<file path="src/rtl/retire_monitor.sv">
// Run monitor beside the core's writeback/PC signals: start/halt/timeout control,
// RUN-time counters, register shadows and a writeback trace FIFO.
module retire_monitor #(
    parameter int XLEN        = 64,
    parameter int NUM_WATCH   = 5,
    parameter int TRACE_DEPTH = 16,
    parameter int TIMEOUT     = 1024
) (
    input  logic                      clk,
    input  logic                      reset,
    input  logic                      start,
    input  logic [XLEN-1:0]           pc_in,
    input  logic [XLEN-1:0]           halt_pc,
    input  logic                      reg_write,
    input  logic [4:0]                rd,
    input  logic [XLEN-1:0]           write_data,
    input  logic                      trace_ready,
    output logic [1:0]                state,
    output logic                      done,
    output logic                      timeout,
    output logic [31:0]               cycle_count,
    output logic [31:0]               instr_count,
    output logic [31:0]               stall_count,
    output logic [NUM_WATCH*XLEN-1:0] watch_flat,
    output logic                      trace_valid,
    output logic [4:0]                trace_rd,
    output logic [XLEN-1:0]           trace_data,
    output logic                      trace_overflow
);
    localparam int AW = $clog2(TRACE_DEPTH);
    localparam int CW = AW + 1;

    typedef enum logic [1:0] {
        S_IDLE    = 2'd0,
        S_RUN     = 2'd1,
        S_DONE    = 2'd2,
        S_TIMEOUT = 2'd3
    } state_t;

    state_t          r_state, w_next_state;
    logic [31:0]     r_cycle_count, r_instr_count, r_stall_count;
    logic [XLEN-1:0] r_prev_pc;
    logic [XLEN-1:0] r_watch     [NUM_WATCH];
    logic [4:0]      r_fifo_rd   [TRACE_DEPTH];
    logic [XLEN-1:0] r_fifo_data [TRACE_DEPTH];
    logic [AW-1:0]   r_wr_ptr, r_rd_ptr;
    logic [CW-1:0]   r_count;
    logic            r_overflow;

    logic w_run, w_clear, w_accept, w_pop, w_full, w_push;

    assign w_run    = (r_state == S_RUN);
    assign w_clear  = start && !w_run;
    assign w_accept = w_run && reg_write && (rd != 5'd0);
    assign w_pop    = (r_count != '0) && trace_ready;
    assign w_full   = (r_count == CW'(TRACE_DEPTH));
    // A full FIFO still accepts a push when the head leaves on the same edge.
    assign w_push   = w_accept && (!w_full || w_pop);

    always_ff @(posedge clk) begin
        if (reset) r_state <= S_IDLE;
        else       r_state <= w_next_state;
    end

    always_comb begin
        // NOTE: default first so no path through the case leaves the target unassigned (no latch).
        w_next_state = r_state;
        case (r_state)
            S_RUN: begin
                if (pc_in == halt_pc)
                    w_next_state = S_DONE;
                else if (r_cycle_count >= 32'(TIMEOUT - 1))
                    w_next_state = S_TIMEOUT;
            end
            default: if (start) w_next_state = S_RUN;
        endcase
    end

    always_ff @(posedge clk) begin
        if (reset || w_clear) begin
            r_cycle_count <= '0;
            r_instr_count <= '0;
            r_stall_count <= '0;
        end else if (w_run) begin
            if (r_cycle_count != '1)                       r_cycle_count <= r_cycle_count + 32'd1;
            if (pc_in == r_prev_pc && r_stall_count != '1) r_stall_count <= r_stall_count + 32'd1;
            if (w_accept && r_instr_count != '1)           r_instr_count <= r_instr_count + 32'd1;
        end
    end

    always_ff @(posedge clk) begin
        if (reset) r_prev_pc <= '0;
        else       r_prev_pc <= pc_in;
    end

    // x0 is never written because acceptance excludes rd == 0.
    always_ff @(posedge clk) begin
        if (reset || w_clear) begin
            for (int i = 0; i < NUM_WATCH; i++) r_watch[i] <= '0;
        end else begin
            for (int i = 0; i < NUM_WATCH; i++)
                if (w_accept && rd == 5'(i)) r_watch[i] <= write_data;
        end
    end

    always_ff @(posedge clk) begin
        if (reset || w_clear) begin
            r_wr_ptr   <= '0;
            r_rd_ptr   <= '0;
            r_count    <= '0;
            r_overflow <= 1'b0;
        end else begin
            if (w_push) r_wr_ptr <= r_wr_ptr + AW'(1);
            if (w_pop)  r_rd_ptr <= r_rd_ptr + AW'(1);
            if (w_push && !w_pop)      r_count <= r_count + CW'(1);
            else if (!w_push && w_pop) r_count <= r_count - CW'(1);
            if (w_accept && !w_push) r_overflow <= 1'b1;
        end
    end

    // NOTE: the storage is reset so the head fields read zero after reset/start rather than stale data.
    always_ff @(posedge clk) begin
        if (reset || w_clear) begin
            for (int i = 0; i < TRACE_DEPTH; i++) begin
                r_fifo_rd[i]   <= '0;
                r_fifo_data[i] <= '0;
            end
        end else if (w_push) begin
            r_fifo_rd[r_wr_ptr]   <= rd;
            r_fifo_data[r_wr_ptr] <= write_data;
        end
    end

    always_comb begin
        watch_flat = '0;
        for (int i = 0; i < NUM_WATCH; i++) watch_flat[i*XLEN +: XLEN] = r_watch[i];
    end

    assign state          = r_state;
    assign done           = (r_state == S_DONE);
    assign timeout        = (r_state == S_TIMEOUT);
    assign cycle_count    = r_cycle_count;
    assign instr_count    = r_instr_count;
    assign stall_count    = r_stall_count;
    assign trace_valid    = (r_count != '0);
    assign trace_rd       = r_fifo_rd[r_rd_ptr];
    assign trace_data     = r_fifo_data[r_rd_ptr];
    assign trace_overflow = r_overflow;
endmodule

</file>
<file path="config.mk">
export PLATFORM = sky130hd
export DESIGN_NAME = retire_monitor
export DESIGN_NICKNAME = d
export VERILOG_FILES = /design/src/rtl/retire_monitor.sv
export SDC_FILE = /design/constraint.sdc
export NUM_CORES = 2
export LEC_CHECK = 0
export ABC_AREA = 1
export BUFFER_PORTS_ARGS = -buffer_cell sky130_fd_sc_hd__clkbuf_2
export CELL_PAD_IN_SITES_DETAIL_PLACEMENT = 1
export CELL_PAD_IN_SITES_GLOBAL_PLACEMENT = 2
export CORE_MARGIN = 2
export CORE_UTILIZATION = 35
export DETAILED_ROUTE_END_ITERATION = 10
export GPL_TIMING_DRIVEN = 0
export PLACE_DENSITY_LB_ADDON = 0.1
export SLEW_MARGIN = 40
export SYNTH_ARGS = -nofsm -noshare
export SYNTH_HDL_FRONTEND = slang
export SYNTH_SLANG_ARGS = --single-unit
export TNS_END_PERCENT = 50
</file>
<file path="constraint.sdc">
create_clock -name clk -period 6.8 [get_ports clk]
set_clock_uncertainty 0.2 [all_clocks]
set_input_delay 0.68 -clock clk [delete_from_list [all_inputs] [get_ports clk]]
set_output_delay 0.68 -clock clk [all_outputs]
set_load 0.02 [all_outputs]
</file>
# Word level (Yosys, flattened, before mapping)
# Memory sizes are Yosys's and may differ from the RTL's. A register that Yosys moved wholly into a read port is not among the register bits.
# Index checks and enable logic that the tools add are counted.
dict set report totals {
  ff_bits 176
  latchBits 0
  mem_bits_ro 0
  out_inout_bits 491
  mem_bits_rw 1424
  n_memories 3
  word_cells 112
  inputBits 202
}
# memory depth width read_ports rd_ports_with_merged_regs wr line
set mem_list {}
lappend mem_list {r_fifo_data 16 64 1 1 16 45} ;# logic [XLEN-1:0] r_fifo_data [TRACE_DEPTH];
lappend mem_list {r_watch 5 64 5 0 5 43} ;# logic [XLEN-1:0] r_watch [NUM_WATCH];
lappend mem_list {r_fifo_rd 16 5 1 1 16 44} ;# logic [4:0] r_fifo_rd [TRACE_DEPTH];
dict set report op_classes {
  div 0
  bitwise 5
  order_cmp 1
  n_shift 0
  n_reduce_logical 32
  addsub 7
  n_eq_ne 14
  multipliers 0
  n_mux 41
}
# cell n
set ops {}
lappend ops {{$mux W64} 6}
lappend ops {{$eq A64 B64 Y1} 2}
lappend ops {{$add A32 B1 Y32 const B} 3}
lappend ops {{$ne A32 B32 Y1 const B} 3}
lappend ops {{$reduce_or A64 Y1} 1}
lappend ops {{$ge A32 B10 Y1 const B} 1}
lappend ops {{$mux W4} 6}
lappend ops {{$mux W1} 22}
lappend ops {{$logic_and A1 B1 Y1} 15}
lappend ops {{$mux W5} 3}
lappend ops {{$eq A5 B2 Y1 const B} 2}
lappend ops {{$reduce_bool A5 Y1} 2}
lappend ops {{$add A4 B1 Y4 const B} 2}
lappend ops {{$mux W2} 4}
lappend ops {{$reduce_and A2 Y1} 4}
lappend ops {{$add A5 B1 Y5 const B} 1}
lappend ops {{$eq A5 B1 Y1 const B} 1}
lappend ops {{$eq A5 B3 Y1 const B} 1}
lappend ops {{$eq A5 B5 Y1 const B} 1}
lappend ops {{$logic_not A5 Y1} 1}
lappend ops {{$or A1 B1 Y1} 5}
lappend ops {{$reduce_or A5 Y1} 1}
lappend ops {{$sub A5 B1 Y5 const B} 1}
lappend ops {{$eq A2 B2 Y1 const B} 2}
lappend ops {{5 further kinds} 10}

# Depth between registers and ports, before layout
dict set report depth {
  ltp_word 9
  ltp_mapped 16
  mapped_depth_nobuf 16
}

# Least setup slack after synthesis
# OpenSTA, ideal clock, no wires.
dict set report synth_path {
  path_type {input to register}
  startpoint {input start}
  endpoint {memory r_watch[1][36] (netlist: r_watch[0][100]) (enable)}
  stages 5
  path_buffers 0
  setup_ns 0.574
  required_ns 6.026
  path_slack_ns 0.175
  arrival_time_ns 5.851
  cell_sequence {a21oi_2 > inv_2 > nor4_1 > inv_1 > o21ai_0}
}
# item line
set synth_lines {}
lappend synth_lines {{from (decl)} 11} ;# input logic start,
lappend synth_lines {{to (decl)} 43}

==> run_results.csv <==
group,metric,value,unit
floorplan,die_h,451.7,um
layout,drive_gt1_frac,0.1587,
detailed_routing,ant_nets,0,
grt,grt_pass1_wl,405300,um
worst_setup_path,arrival,4.36,ns
layout,layout_commonest_cell,"nor2_1",
clock_tree,cts_setup_buffers,0,
logic_synthesis,yosysUniqueCellTypes,42,
clock_tree,clock_latency,0.85,ns
pwr,clkPwrFrac,0.377,
grt,first_global_vias,56350,
worst_setup_path,rrSetupSlack,2.56,ns
placed_design,postPlaceCellArea,0.07852,sq mm
logic_synthesis,mappedNetlistArea,0.07015,sq mm
sta,slew_violations,0,
worst_hold_path,min_to,"r_watch[0][95]",
sta,maxSlewHeadroom,0.3747,
worst_hold_path,hold_path_class,"input pin to register",
sta,rsz0062_at_grt,"false",
floorplan,ios,693,
floorplan,fp.dieArea,0.2040,sq mm
worst_setup_path,critPathMostFrequentCell,"buf_2",
worst_hold_path,worstHoldPathCells,3,
pwr,p_per_area,294.9,mW/mm^2
flow_run,cap_violations,0,
floorplan,die_w,451.7,um
worst_setup_path,critPathRequiredTime,5.92,ns
clock_tree,clockBufferDepth,3,
logic_synthesis,netlist_instances,6614,
detailed_routing,dr.pass1.iters,6,
floorplan,core,0.1995,sq mm
worst_setup_path,r2r_cells,11,
logic_synthesis,synth.yosys.warnings,0,
pwr,p_sw_frac,0.2954,
layout,finalNetCount,7857,
logic_synthesis,syn-num-nets,6829,
status,status,"finished clean",
worst_setup_path,rr_startpoint,"r_count[1]",
floorplan,initial_core_util,0.3517,
clock_tree,cts_tree,"yes",
layout,layout_common_cells,"nor2_1, edfxtp_1, clkbuf_2",
worst_setup_path,crit_slowest_cell,"clkbuf_1",
placed_design,io_buffer_count,692,
pwr,max-vdd-ir-drop,0.2618,mV
worst_setup_path,r2r_end,"r_fifo_data[0][17]",
layout,area_growth,21.17,%
logic_synthesis,synth_edf_count,1424,
grt,antenna_found_initial,21,
worst_hold_path,hp-start,"write_data[31]",
sta,timing.fmax,0.1907,GHz
grt,overflow,0,
layout,nFillCells,22250,
layout,final_util,0.4261,
logic_synthesis,avgSynthCellArea,10.61,sq um
worst_setup_path,cp-start-kind,"register",
pwr,p_leak,34.28,nW
clock_tree,clkTransAtPathRegs,0.06,ns
pwr,p_switching,0.007403,W
pwr,pwr-share-comb,0.169,
detailed_routing,via_per_inst,5.218,
detailed_routing,wl_per_cell,27.45,um
clock_tree,cts-root-buf,"clkbuf_16",
detailed_routing,routed_wl,287000,um
pwr,p_seq_frac,0.454,
sta,worst_slew_pin_slew,0.9380,ns
sta,finalSetupTns,0,ns
clock_tree,cts.sinks,1604,
worst_setup_path,critPathCaptureType,"output port",
logic_synthesis,ys_ff_latch,1604,
clock_tree,cts_resized,0,
clock_tree,cts_buffers,182,
worst_setup_path,path_cells,"buf_2 > buf_2 > clkbuf_1 > buf_2 > mux2i_1 > o211ai_1 > nand3_1 > nand2_1 > clkbuf_2",
logic_synthesis,yosysSeqAreaShare,0.6610,
clock_tree,htree_levels,4,
placed_design,pre_cts_ws,1.898,ns
worst_setup_path,crit_fanout,10,
placed_design,place_congestion,0.8429,
clock_tree,hold_buffers,85,
detailed_routing,drt_iter0_drc,4317,
logic_synthesis,synth_ff_type,"edfxtp_1",
sta,finalHoldViolations,0,
grt,grt_max_degree,33,
pwr,p_int,0.01766,W
sta,fin_ws,1.555,ns
pwr,p_total,0.02506,W
worst_setup_path,slowest_delay,0.66,ns
worst_setup_path,criticalPathCategory,"register to output port",
detailed_routing,vias,54560,
sta,min_period,5.245,ns
detailed_routing,drc_errors,0,
layout,post-route-cell-area,0.08499,sq mm
logic_synthesis,synthArstFlopShare,0,
sta,period_share,0.7713,
grt,grt_usage,0.2772,
sta,setup_viol,0,
floorplan,rows,164,
placed_design,hpwl,209100,um
state kept, by name, summed over array words and instances, names as in the netlist, named ones only:
| name | count |
|---|---|
| trace_overflow | 1 |
| r_wr_ptr | 4 |
| r_fifo_rd | 80 |
| r_fifo_data | 1024 |
| instr_count | 32 |
| state | 2 |
| r_prev_pc | 64 |
| cycle_count | 32 |
| r_rd_ptr | 4 |
| r_watch | 320 |
| stall_count | 32 |
| r_count | 5 |
Yosys cell counts, drive strengths merged (2+ instances only):
cell    number  area share
nor4        11     0.00098
inv        680       0.036
nand3b       5     0.00054
nor3b        4     0.00043
xnor2       31      0.0039
nand3      170       0.012
o21ai      372       0.027
and3         2     0.00018
nand2      745       0.040
clkinv       7     0.00037
a31oi        2     0.00018
o211ai     277       0.030
ha          12      0.0021
or2          3     0.00027
mux2i      276       0.039
clkbuf     278       0.015
nor2      1451       0.078
dfxtp      180       0.051
nor3        40      0.0029
buf        144       0.010
o22ai       10     0.00089
xor2        42      0.0052
nand4       74      0.0066
edfxtp    1424        0.61
a21oi      364       0.026
and2         2     0.00018
worst max-delay path by stage:
stage | from | end | slack [ns]
finish | register | trace_data[62] | 1.56
floorplan | start | r_watch[0][100] | 0.17
detailed placement | rd[2] | r_fifo_data[0][23] | 1.90
CTS | register | trace_rd[4] | 1.51
global placement | rd[2] | r_watch[0][92] | -6.75
global route | register | trace_rd[4] | 1.48
worst max-delay path: cells and delay by family (launching register included):
kind	cells	cell delay, ns
buffers and inverters	5	2.26
multiplexers	1	0.16
AND/OR/NAND/NOR	2	0.49
AO/OA/AOI/OAI	1	0.26
flip-flops	1	0.31
layer usage:
metal	track usage	vias up	wire length, um
li1	-	24550	-
met1	0.3570	27860	120000
met2	0.4761	1749	141000
met3	0.04379	397	16450
met4	0.08915	6	9454
met5	0	-	43
stage by stage:
step / std cells / hold slack [ns]
final: 10460 / 0.05982
after global routing: 10450 / 0.06696
after CTS: 10450 / 0.009471
after detailed placement: 10030 / 0.2842
after global placement: 9962 / 0.2604
after floorplan: 6614 / 0.2637
layout make-up:
class	instances	area, sq um	area share
sequential	1604	46360	0.5455
multi-input combinational	3901	19650	0.2312
timing repair buffer	844	5642	0.06638
clock buffer	232	4826	0.05678
tap	2656	3323	0.03910
inverter	687	2579	0.03034
buffer	422	1828	0.02151
clock inverter	103	760.7	0.008951
antenna	7	17.52	0.0002061
cell families after synthesis:
| kind of cell | after synthesis | share of synthesized area |
|---|---|---|
| compound gates | 1032 | 0.08421 |
| xor+xnor | 73 | 0.009115 |
| fa+ha+maj | 13 | 0.002426 |
| simple gates | 2507 | 0.1423 |
| mux | 276 | 0.03938 |
| flops | 1604 | 0.6610 |
| buf+inv | 1109 | 0.06159 |
power by group through the flow:
stage	Combinational (W)	Sequential (W)	Clock, W
after CTS	0.00428	0.0114	0.00963
after floorplan	0.00211	0.0117	0
final	0.00423	0.0114	0.00946
after detailed placement	0.00422	0.0116	0
after global placement	0.00404	0.0117	0
after global routing	0.00453	0.0114	0.00996
(Power assumes the default switching activity.)
